File: config.mk
export PLATFORM = sky130hd
export DESIGN_NAME = mem_port_arbiter
export DESIGN_NICKNAME = d
export VERILOG_FILES = /design/src/rtl/mem_port_arbiter.sv
export SDC_FILE = /design/constraint.sdc
export NUM_CORES = 1
export LEC_CHECK = 0
export ABC_AREA = 1
export ABC_CLOCK_PERIOD_IN_PS = 3260
export BUFFER_PORTS_ARGS = -buffer_cell sky130_fd_sc_hd__clkbuf_2
export CORE_AREA = 2 2 61 63
export CTS_BUF_LIST = sky130_fd_sc_hd__clkbuf_4 sky130_fd_sc_hd__clkbuf_8
export DETAILED_ROUTE_END_ITERATION = 10
export DIE_AREA = 0 0 63 65
export HOLD_SLACK_MARGIN = 0.1
export PLACE_DENSITY = 0.84
export RECOVER_POWER = 50
export SLEW_MARGIN = 20
export SYNTH_ARGS = -nofsm -noshare
export SYNTH_HDL_FRONTEND = slang
export SYNTH_SLANG_ARGS = --single-unit
File: constraint.sdc
create_clock -name clk -period 3.26 [get_ports clk]
set_clock_uncertainty 0.2 [all_clocks]
set_input_delay 0.652 -clock clk [delete_from_list [all_inputs] [get_ports clk]]
set_output_delay 0.652 -clock clk [all_outputs]
set_load 0.02 [all_outputs]
File: src/rtl/mem_port_arbiter.sv
// Two-master arbiter for the memory data port: registered grant, burst lock bounded by LOCK_MAX.
// Optional `MEM_ARB_ROUND_ROBIN_EN selects round-robin ties; default is fixed priority (m0 wins).
module mem_port_arbiter #(
   parameter int unsigned ADDR_W   = 16,
   parameter int unsigned DATA_W   = 16,
   parameter int unsigned LOCK_MAX = 8
) (
   input  logic              clk,
   input  logic              reset_i,
   input  logic              m0_req_i,
   input  logic              m0_we_i,
   input  logic              m0_lock_i,
   input  logic [ADDR_W-1:0] m0_addr_i,
   input  logic [DATA_W-1:0] m0_wdata_i,
   output logic              m0_ack_o,
   output logic [DATA_W-1:0] m0_rdata_o,
   input  logic              m1_req_i,
   input  logic              m1_we_i,
   input  logic              m1_lock_i,
   input  logic [ADDR_W-1:0] m1_addr_i,
   input  logic [DATA_W-1:0] m1_wdata_i,
   output logic              m1_ack_o,
   output logic [DATA_W-1:0] m1_rdata_o,
   output logic [ADDR_W-1:0] d_addr_o,
   output logic              d_we_o,
   output logic [DATA_W-1:0] d_data_o,
   input  logic [DATA_W-1:0] d_data_i,
   output logic [1:0]        grant_o
);

   localparam logic [1:0] IDLE = 2'd0;
   localparam logic [1:0] GNT0 = 2'd1;
   localparam logic [1:0] GNT1 = 2'd2;

   localparam int unsigned TW = (LOCK_MAX < 2) ? 1 : $clog2(LOCK_MAX + 1);
   localparam logic [TW:0] LIM = (TW + 1)'(LOCK_MAX);

   logic [1:0]    state, state_nxt;
   logic          last_m1, last_nxt;
   logic [TW-1:0] tenure;
   logic [TW:0]   ten_p1;
   logic          acc0, acc1, at_lim;
   logic          hold0, hold1, force0, force1, tie_m1;

   always_comb begin
      // Reset blanks the port immediately so a burst cannot commit a write during reset.
      acc0     = !reset_i && (state == GNT0) && m0_req_i;
      acc1     = !reset_i && (state == GNT1) && m1_req_i;
      last_nxt = acc0 ? 1'b0 : (acc1 ? 1'b1 : last_m1);
      ten_p1   = {1'b0, tenure} + {{TW{1'b0}}, 1'b1};
      at_lim   = (LOCK_MAX != 0) && (ten_p1 >= LIM);
      hold0    = acc0 && m0_lock_i && !at_lim;
      hold1    = acc1 && m1_lock_i && !at_lim;
      // A locked holder that used up its tenure yields to a pending peer.
      force1   = acc0 && m0_lock_i && at_lim;
      force0   = acc1 && m1_lock_i && at_lim;
`ifdef MEM_ARB_ROUND_ROBIN_EN
      tie_m1   = !last_nxt;
`else
      tie_m1   = 1'b0;
`endif
      state_nxt = IDLE;
      if (hold0)
         state_nxt = GNT0;
      else if (hold1)
         state_nxt = GNT1;
      else if (m0_req_i && m1_req_i)
         state_nxt = (force1 || (tie_m1 && !force0)) ? GNT1 : GNT0;
      else if (m0_req_i)
         state_nxt = GNT0;
      else if (m1_req_i)
         state_nxt = GNT1;
   end

   always_ff @(posedge clk) begin
      if (reset_i) begin
         state   <= IDLE;
         last_m1 <= 1'b1;
         tenure  <= '0;
      end else begin
         state   <= state_nxt;
         last_m1 <= last_nxt;
         if (state_nxt == IDLE || state_nxt != state)
            tenure <= '0;
         else if ((acc0 || acc1) && (tenure != {TW{1'b1}}))
            tenure <= ten_p1[TW-1:0];
      end
   end

   always_comb begin
      d_addr_o   = '0;
      d_we_o     = 1'b0;
      d_data_o   = '0;
      m0_rdata_o = '0;
      m1_rdata_o = '0;
      if (acc0) begin
         d_addr_o   = m0_addr_i;
         d_we_o     = m0_we_i;
         d_data_o   = m0_wdata_i;
         m0_rdata_o = d_data_i;
      end else if (acc1) begin
         d_addr_o   = m1_addr_i;
         d_we_o     = m1_we_i;
         d_data_o   = m1_wdata_i;
         m1_rdata_o = d_data_i;
      end
   end

   assign m0_ack_o = acc0;
   assign m1_ack_o = acc1;
   assign grant_o  = reset_i ? 2'b00 : {state == GNT1, state == GNT0};

endmodule

==> results of run 1 <==
## power by group through the flow
stage                     Sequential, mW  Combinational [mW]  Clock [mW]
after global routing              0.0767               0.140      0.0717
after CTS                         0.0769               0.131      0.0699
after global placement            0.0781               0.128           0
after detailed placement          0.0783               0.130           0
final                             0.0767               0.127      0.0654
after floorplan                   0.0778              0.0567           0
## per-layer routing
| layer | up-vias | track usage |
|---|---|---|
| met4 | 0 | 0.0250 |
| li1 | 820 | - |
| met3 | 0 | 0.0642 |
| met1 | 677 | 0.187 |
| met2 | 66 | 0.335 |
| met5 | - | 0 |
## worst max-delay path: cells and delay by family
family,cells,cell delay [ps]
AOI/OAI and AO/OA,1,460
buffers and inverters,4,980
and+or+nand+nor,1,70
## state kept, by name, indices dropped and copies added (netlist names)
name and count:
state 2, tenure 4
## cells by family after synthesis
family          Yosys count  synth area share
xor+xnor                  2            0.0184
flops                     6             0.126
mux                       2            0.0237
compound gates           35             0.315
simple gates             68             0.331
buf+inv                  39             0.159
fa+ha+maj                 2            0.0263
## cells in the mapped netlist
cell	instances
nor2_2	1
nand3_1	6
o21ai_0	1
nand3_2	3
nand2_1	9
dfxtp_1	6
buf_2	4
nor2_1	42
nand4_4	1
xnor2_1	2
mux2_2	2
clkbuf_1	4
ha_1	2
a22o_1	33
a21oi_1	1
inv_1	27
nor3_1	2
nand4_1	3
nand2_2	1
inv_2	2
clkinv_1	2
## area by class of cell
class                           count  area [um^2]  area share
Clock buffer                        3         22.5      0.0130
Inverter                           31          120      0.0696
Multi-Input combinational cell    109          653       0.378
Sequential cell                     6          120      0.0696
Tap cell                           48         60.1      0.0348
Timing Repair Buffer              158          751       0.435
## per-stage QoR
| step | instance area (um^2) | setup WS [ps] | power (mW) | utilization | cells |
|---|---|---|---|---|---|
| 6_report | 1730 | 232 | 0.269 | 0.494 | 355 |
| 5_1_grt | 1730 | 52.3 | 0.288 | 0.494 | 355 |
| 4_1_cts | 1790 | 198 | 0.278 | 0.513 | 355 |
| 3_5_place_dp | 1770 | 199 | 0.209 | 0.506 | 352 |
| 3_3_place_gp | 1770 | 234 | 0.206 | 0.506 | 352 |
| 2_1_floorplan | 950 | 821 | 0.135 | - | 154 |
## timing repair
action | in CTS | in global routing
hold endpoints to repair | 0 | 0
buffers inserted | 0 | 0
gates resized for setup | 0 | 1
hold buffers | 0 | 0
setup endpoints to repair | 0 | 3
## final timing paths
kind | to | slack [ps]
min | tenure[0] | 420
max | d_addr_o[7] | 230
max reg2reg | tenure[1] | 960
min reg2reg | tenure[0] | 420
==> metrics.csv, run 1 <==
stage;metric;value;unit
placed_design;portBuffers;156;
route;wirelength;4080;um
global_routing;grt_pass1_wl;5930;um
sta;min_period_over_period;0.929;
finish;n_antenna_cell;0;
critical_path;crit_slowest_cell;clkinv_1;
power_and_ir_drop;peakVddDrop;172;uV
finish;final_cell_mix;clkbuf_2 (126), nor2_1 (42), a22o_1 (33);
cts;clock_sinks;6;
power_and_ir_drop;power_frac_seq;0.285;
finish;syn_to_final_growth;81.8;%
sta;fin_tns_setup;0;ps
placed_design;hpwl;3530;um
floorplanning;die_y;65;um
worst_hold_path;min_from;tenure[0];
global_routing;grtUsageTotal;0.176;
critical_path;reg2reg_depth;10;
yosys;yosysTopAreaCellShare;0.304;
yosys;synth-seq-cells;6;
cts;cts_tree;built;
sta;finalHoldWorstSlack;425;ps
cts;path_clk_slew;40;ps
critical_path;cp-startpoint;reset_i;
route;vias;1563;
critical_path;crit_type;in2out;
floorplanning;pin_count;157;
worst_hold_path;holdCritPathClass;reg2reg;
power_and_ir_drop;p_leak;1.07;nW
route;wl_met2;2080;um
critical_path;crit-reg2reg-launch;state[1];
critical_path;cp_common_cell;clkbuf_2;
status;status;finished, final reports clean;
route;highest_layer;met3;
floorplanning;die-area;4100;um^2
global_routing;antenna_found_initial;0;
route;dr.pass1.iters;6;
job;drv_cap;0;
yosys;ys_warn_count;0;
critical_path;path_cells;clkbuf_2 > inv_2 > nand3_2 > clkinv_1 > a22o_1 > clkbuf_2;
sta;setup-violations-final;0;
cts;clk_latency;240;ps
power_and_ir_drop;power_density;156;nW/um^2
yosys;ys_seq_area_frac;0.126;
sta;rsz0062_at_grt;no;
route;via_per_inst;4.40;
route;ant_nets;0;
placed_design;gp_congestion;0.815;
finish;final_layout_size_suffix_gt1_frac;0.446;
critical_path;arrival;2180;ps
cts;htreeDepth;1;
yosys;synth_area_per_cell;6.17;um^2
floorplanning;initial_core_util;0.272;
route;wl_per_cell;11.5;um
power_and_ir_drop;swShare;0.345;
sta;max_freq;330;MHz
worst_hold_path;holdPathStages;3;
floorplanning;rows;22;
global_routing;grt_max_degree;35;
sta;hold_viol;0;
global_routing;grt_pass1_vias;1367;
critical_path;crit_fanout;34;
cts;cts_buffers;3;
yosys;ys_top_cells_by_area;a22o_1 (30%), nor2_1 (17%), dfxtp_1 (13%);
power_and_ir_drop;p_int;0.176;mW
yosys;yosysTopAreaCell;a22o_1;
critical_path;max_stage_delay;630;ps
global_routing;gr-total-overflow;0;
yosys;ys_types;21;
critical_path;required;2410;ps
cts;root_buffer;clkbuf_4;
cts;clockBufferDepth;2;
critical_path;worstSetupEndpointType;output port;
sta;tightest_slew;820;ps
finish;layout_commonest_cell;clkbuf_2;
critical_path;start_kind;input pin;
yosys;syn_area;950;um^2
route;met1Wirelength;1540;um
sta;fin_crit;3030;ps
floorplanning;die_w;63;um
route;route.met3.wl;461;um
finish;fillCellCount;380;
route;drtIter0Drc;47;
yosys;synth_cells;154;
finish;finalNetCount;399;
floorplanning;coreArea;3500;um^2
power_and_ir_drop;p_comb_frac;0.472;
route;drc;0;
power_and_ir_drop;netSwitchingPower;0.0927;mW
sta;slew_viol_final;0;
yosys;syn-num-nets;244;
sta;relSlewSlack;0.453;
power_and_ir_drop;clockPowerShare;0.243;
Power figures use the tool's default switching activity.
==> run 2, diff against run 1 <==
==> constraint.sdc (replaced) <==
create_clock -name clk -period 3.26 [get_ports clk]
set_clock_uncertainty 0.2 [all_clocks]
set_input_delay 0.652 -clock clk [delete_from_list [all_inputs] [get_ports clk]]
set_output_delay 0.652 -clock clk [all_outputs]
set_load 0.05 [all_outputs]
==> metrics.csv, run 2 (synthesized netlist as in run 1, its figures left out) <==
stage;metric;value;unit
status;status;finished, final reports clean;
route;wirelength;4050;um
placed_design;portBuffers;156;
critical_path;arrival;2080;ps
sta;tightest_slew;786;ps
critical_path;regToRegSetupSlack;1090;ps
route;via_per_inst;4.45;
floorplanning;die-area;4100;um^2
power_and_ir_drop;p_int;0.177;mW
sta;finalHoldWorstSlack;437;ps
global_routing;antenna_found_initial;1;
finish;final_cell_mix;clkbuf_2 (130), nor2_1 (42), a22o_1 (33);
power_and_ir_drop;power_frac_seq;0.253;
route;vias;1585;
floorplanning;die_y;65;um
finish;final_util;0.503;
floorplanning;pin_count;157;
power_and_ir_drop;clockPowerShare;0.206;
critical_path;worstSetupEndpointType;output port;
sta;rsz0062_at_grt;no;
sta;hold_viol;0;
cts;cts_buffers;3;
route;drc;0;
sta;max_freq;341;MHz
global_routing;grt_pass1_vias;1381;
cts;cts_tree;built;
power_and_ir_drop;p_comb_frac;0.541;
cts;clockBufferDepth;2;
cts;path_clk_slew;40;ps
power_and_ir_drop;peakVddDrop;155;uV
power_and_ir_drop;swShare;0.419;
floorplanning;die_w;63;um
sta;min_period_over_period;0.900;
job;drv_cap;0;
sta;setup-violations-final;0;
sta;slew_viol_final;0;
power_and_ir_drop;netSwitchingPower;0.128;mW
finish;final_layout_size_suffix_gt1_frac;0.469;
sta;fin_crit;2930;ps
power_and_ir_drop;power_density;173;nW/um^2
critical_path;crit_type;in2out;
placed_design;gp_congestion;0.813;
cts;clk_latency;230;ps
worst_hold_path;hold_end;tenure[2];
finish;finalNetCount;399;
finish;syn_to_final_growth;85.2;%
global_routing;grt_pass1_wl;5940;um
critical_path;crit_fanout;34;
cts;htreeDepth;1;
finish;top_regs;tenure: 4 flops, state: 2 flops;
critical_path;required;2410;ps
worst_hold_path;min_from;tenure[2];
worst_hold_path;holdPathStages;4;
critical_path;crit-reg2reg-launch;state[1];
worst_hold_path;holdCritPathClass;reg2reg;
route;drtIter0Drc;36;
floorplanning;rows;22;
power_and_ir_drop;p_leak;1.08;nW
route;ant_nets;0;
finish;layout_commonest_cell;clkbuf_2;
route;wl_per_cell;11.4;um
finish;largest_register;tenure;
critical_path;r2r-end;tenure[1];
route;dr.pass1.iters;4;
floorplanning;initial_core_util;0.272;
sta;fin_tns_setup;0;ps
placed_design;hpwl;3580;um
cts;clock_sinks;6;
global_routing;grt_max_degree;35;
critical_path;start_kind;input pin;
global_routing;gr-total-overflow;0;
critical_path;reg2reg_depth;8;
cts;root_buffer;clkbuf_4;
floorplanning;coreArea;3500;um^2
sta;relSlewSlack;0.476;
global_routing;grtUsageTotal;0.176;
finish;largest_register_ffs;4;
==> run 2: changes by cell type in the layout (fill, tap and decap cells not counted), sizes merged <==
cell,change
buf,+1
clkinvlp,+1
diode,+1
clkbuf,-1
clkinv,-1
==> run 2: how the worst max path moves through the flow <==
stage | from | end | slack, ps | cells after the start
2_1_floorplan | reset_i | d_addr_o[10] | 540 | 5
3_3_place_gp | reset_i | d_addr_o[7] | 150 | 6
3_5_place_dp | reset_i | d_addr_o[7] | 130 | 6
4_1_cts | reset_i | d_addr_o[7] | 130 | 6
5_1_grt | reset_i | d_addr_o[7] | 160 | 6
6_report | reset_i | d_addr_o[7] | 330 | 6
==> run 2: layout make-up <==
| cell class | count | area [um^2] |
|---|---|---|
| clock buffer | 3 | 22.5 |
| multi-input combinational | 109 | 671 |
| timing repair buffer | 158 | 759 |
| antenna | 1 | 2.50 |
| sequential | 6 | 120 |
| inverter | 31 | 124 |
| fill | 383 | 1740 |
| tap | 48 | 60.1 |
==> run 2: repair_timing <==
action	in CTS	in global routing
endpoints found under the hold margin	0	0
endpoints found under the setup margin	0	33
gates resized for setup	0	2
setup buffers	0	0
hold buffers	0	0
==> run 2: power by group through the flow <==
| stage | logic [mW] | registers (mW) | clock network (mW) |
|---|---|---|---|
| floorplan | 0.0931 | 0.0778 | 0 |
| global placement | 0.164 | 0.0781 | 0 |
| detailed placement | 0.166 | 0.0782 | 0 |
| CTS | 0.167 | 0.0770 | 0.0672 |
| global route | 0.177 | 0.0771 | 0.0703 |
| finish | 0.165 | 0.0770 | 0.0627 |
==> run 2: per-layer routing <==
| metal | wire length, um | part of all wire | global-route usage | up-vias |
|---|---|---|---|---|
| met5 | 0 | 0 | 0 | - |
| met4 | 0 | 0 | 0.0306 | 0 |
| met3 | 473 | 0.12 | 0.0764 | 0 |
| met2 | 2030 | 0.50 | 0.328 | 66 |
| met1 | 1550 | 0.38 | 0.184 | 694 |
| li1 | - | - | - | 825 |
==> run 2: metrics by stage <==
| stage | setup slack [ps] | power [mW] | cells | cell area, um^2 |
|---|---|---|---|---|
| after detailed placement | 127 | 0.244 | 352 | 1770 |
| after CTS | 127 | 0.311 | 355 | 1790 |
| after floorplan | 540 | 0.171 | 154 | 950 |
| final | 327 | 0.304 | 356 | 1760 |
| after global placement | 150 | 0.242 | 352 | 1770 |
| after global routing | 164 | 0.325 | 355 | 1760 |
==> run 2: worst max-delay path, cell delays in order <==
cell	delay, ps
clkbuf_1	180
inv_2	100
nand4_4	100
clkinvlp_4	430
a22o_1	370
clkbuf_2	240
==> run 3, diff against run 2 <==
--- a/config.mk
+++ b/config.mk
@@ -7,7 +7,7 @@
 export LEC_CHECK = 0
 export ABC_AREA = 1
 export ABC_CLOCK_PERIOD_IN_PS = 3260
-export BUFFER_PORTS_ARGS = -buffer_cell sky130_fd_sc_hd__clkbuf_2
+export BUFFER_PORTS_ARGS = -buffer_cell sky130_fd_sc_hd__buf_2
 export CORE_AREA = 2 2 61 63
 export CTS_BUF_LIST = sky130_fd_sc_hd__clkbuf_4 sky130_fd_sc_hd__clkbuf_8
 export DETAILED_ROUTE_END_ITERATION = 10
==> metrics.csv, run 3 (synthesized netlist as in run 1, its figures left out) <==
stage;metric;value;unit
critical_path;regToRegSetupSlack;1070;ps
floorplanning;die-area;4100;um^2
sta;rsz0062_at_grt;no;
status;status;finished, final reports clean;
critical_path;required;2410;ps
route;dr.pass1.iters;4;
worst_hold_path;holdCritPathClass;reg2reg;
floorplanning;initial_core_util;0.272;
cts;clockBufferDepth;2;
route;via_per_inst;4.45;
cts;cts_buffers;3;
cts;clock_sinks;6;
critical_path;arrival;2210;ps
worst_hold_path;holdPathStages;3;
critical_path;crit_fanout;34;
critical_path;crit-reg2reg-launch;state[1];
finish;largest_register;tenure;
sta;fin_crit;3060;ps
cts;htreeDepth;1;
floorplanning;die_y;65;um
floorplanning;die_w;63;um
critical_path;reg2reg_depth;8;
global_routing;grt_pass1_wl;5800;um
cts;clk_latency;240;ps
finish;finalNetCount;399;
placed_design;pre_cts_ws;188;ps
power_and_ir_drop;power_density;175;nW/um^2
route;drc;0;
critical_path;worstSetupEndpointType;output port;
finish;largest_register_ffs;4;
global_routing;grtUsageTotal;0.174;
sta;finalHoldWorstSlack;428;ps
finish;syn_to_final_growth;84.2;%
cts;cts_tree;built;
global_routing;antenna_found_initial;3;
finish;final_util;0.500;
sta;hold_viol;0;
route;wl_per_cell;11.4;um
sta;setup_ws;196;ps
sta;slew_viol_final;0;
floorplanning;coreArea;3500;um^2
sta;tightest_slew;779;ps
floorplanning;rows;22;
power_and_ir_drop;peakVddDrop;197;uV
finish;layout_commonest_cell;buf_2;
placed_design;gp_congestion;0.822;
critical_path;r2r-end;tenure[3];
power_and_ir_drop;p_leak;1.08;nW
cts;holdBufCountCts;0;
global_routing;grt_max_degree;35;
placed_design;hpwl;3550;um
global_routing;grt_pass1_vias;1352;
route;ant_nets;0;
placed_design;portBuffers;156;
job;drv_cap;0;
critical_path;crit_type;in2out;
sta;fin_tns_setup;0;ps
sta;max_freq;326;MHz
critical_path;cp-startpoint;reset_i;
route;vias;1593;
power_and_ir_drop;power;0.306;mW
sta;setup-violations-final;0;
global_routing;gr-total-overflow;0;
route;wirelength;4090;um
route;drtIter0Drc;44;
finish;top_regs;tenure: 4 flops, state: 2 flops;
floorplanning;pin_count;157;
finish;final_cell_mix;buf_2 (125), nor2_1 (42), a22o_1 (33);
cts;path_clk_slew;40;ps
critical_path;start_kind;input pin;
critical_path;critPathCapture;d_data_o[7];
finish;final_layout_size_suffix_gt1_frac;0.446;
finish;fillCellCount;391;
cts;root_buffer;clkbuf_4;
sta;min_period_over_period;0.940;
sta;relSlewSlack;0.478;
==> run 3: cell types whose count changed in the layout (fill, tap and decap cells not counted), sizes merged <==
cell      change
buf         +125
diode         +2
clkinvlp      -1
clkbuf      -125
clkinv        +1
==> run 3: cell type report <==
type | instances | area (um^2) | area share
Sequential cell | 6 | 120 | 0.0687
Inverter | 31 | 120 | 0.0687
Antenna cell | 3 | 7.51 | 0.00429
Multi-Input combinational cell | 109 | 666 | 0.381
Clock buffer | 3 | 22.5 | 0.0129
Tap cell | 48 | 60.1 | 0.0343
Timing Repair Buffer | 158 | 753 | 0.431
==> run 3: routing by layer <==
layer / routed length [um] / track usage / part of all wire
met5: 0 / 0 / 0
met4: 36 / 0.0528 / 0.0088
met3: 469 / 0.0764 / 0.11
met2: 2060 / 0.327 / 0.51
met1: 1520 / 0.170 / 0.37
==> run 3: critical path, cell delays in order <==
cell	delay (ps)
buf_2	120
inv_2	70
nand3_2	80
clkinv_1	610
a22o_1	460
buf_2	210
==> run 3: timing repair <==
action,CTS,global route
hold endpoints to repair,0,0
gates resized for setup,0,1
endpoints found under the setup margin,0,32
buffers inserted,0,0
==> run 3: metrics by stage <==
| stage | instance area, um^2 | std cells |
|---|---|---|
| floorplan | 950 | 154 |
| global placement | 1770 | 352 |
| detailed placement | 1770 | 352 |
| CTS | 1790 | 355 |
| global route | 1740 | 356 |
| finish | 1750 | 358 |
==> run 3: worst min-delay path by stage <==
stage	endpoint	from	slack, ps
global route	state[0]	reset_i	460
finish	tenure[0]	tenure[0]	430
global placement	tenure[2]	tenure[2]	400
detailed placement	tenure[0]	tenure[0]	420
floorplan	tenure[2]	tenure[2]	370
CTS	state[0]	reset_i	430
==> run 3: power by group <==
group	total (mW)	switching (mW)	internal (mW)
clock	0.0655	0.0240	0.0415
combinational	0.163	0.103	0.0602
sequential	0.0770	0.00206	0.0750
total	0.306	0.129	0.177
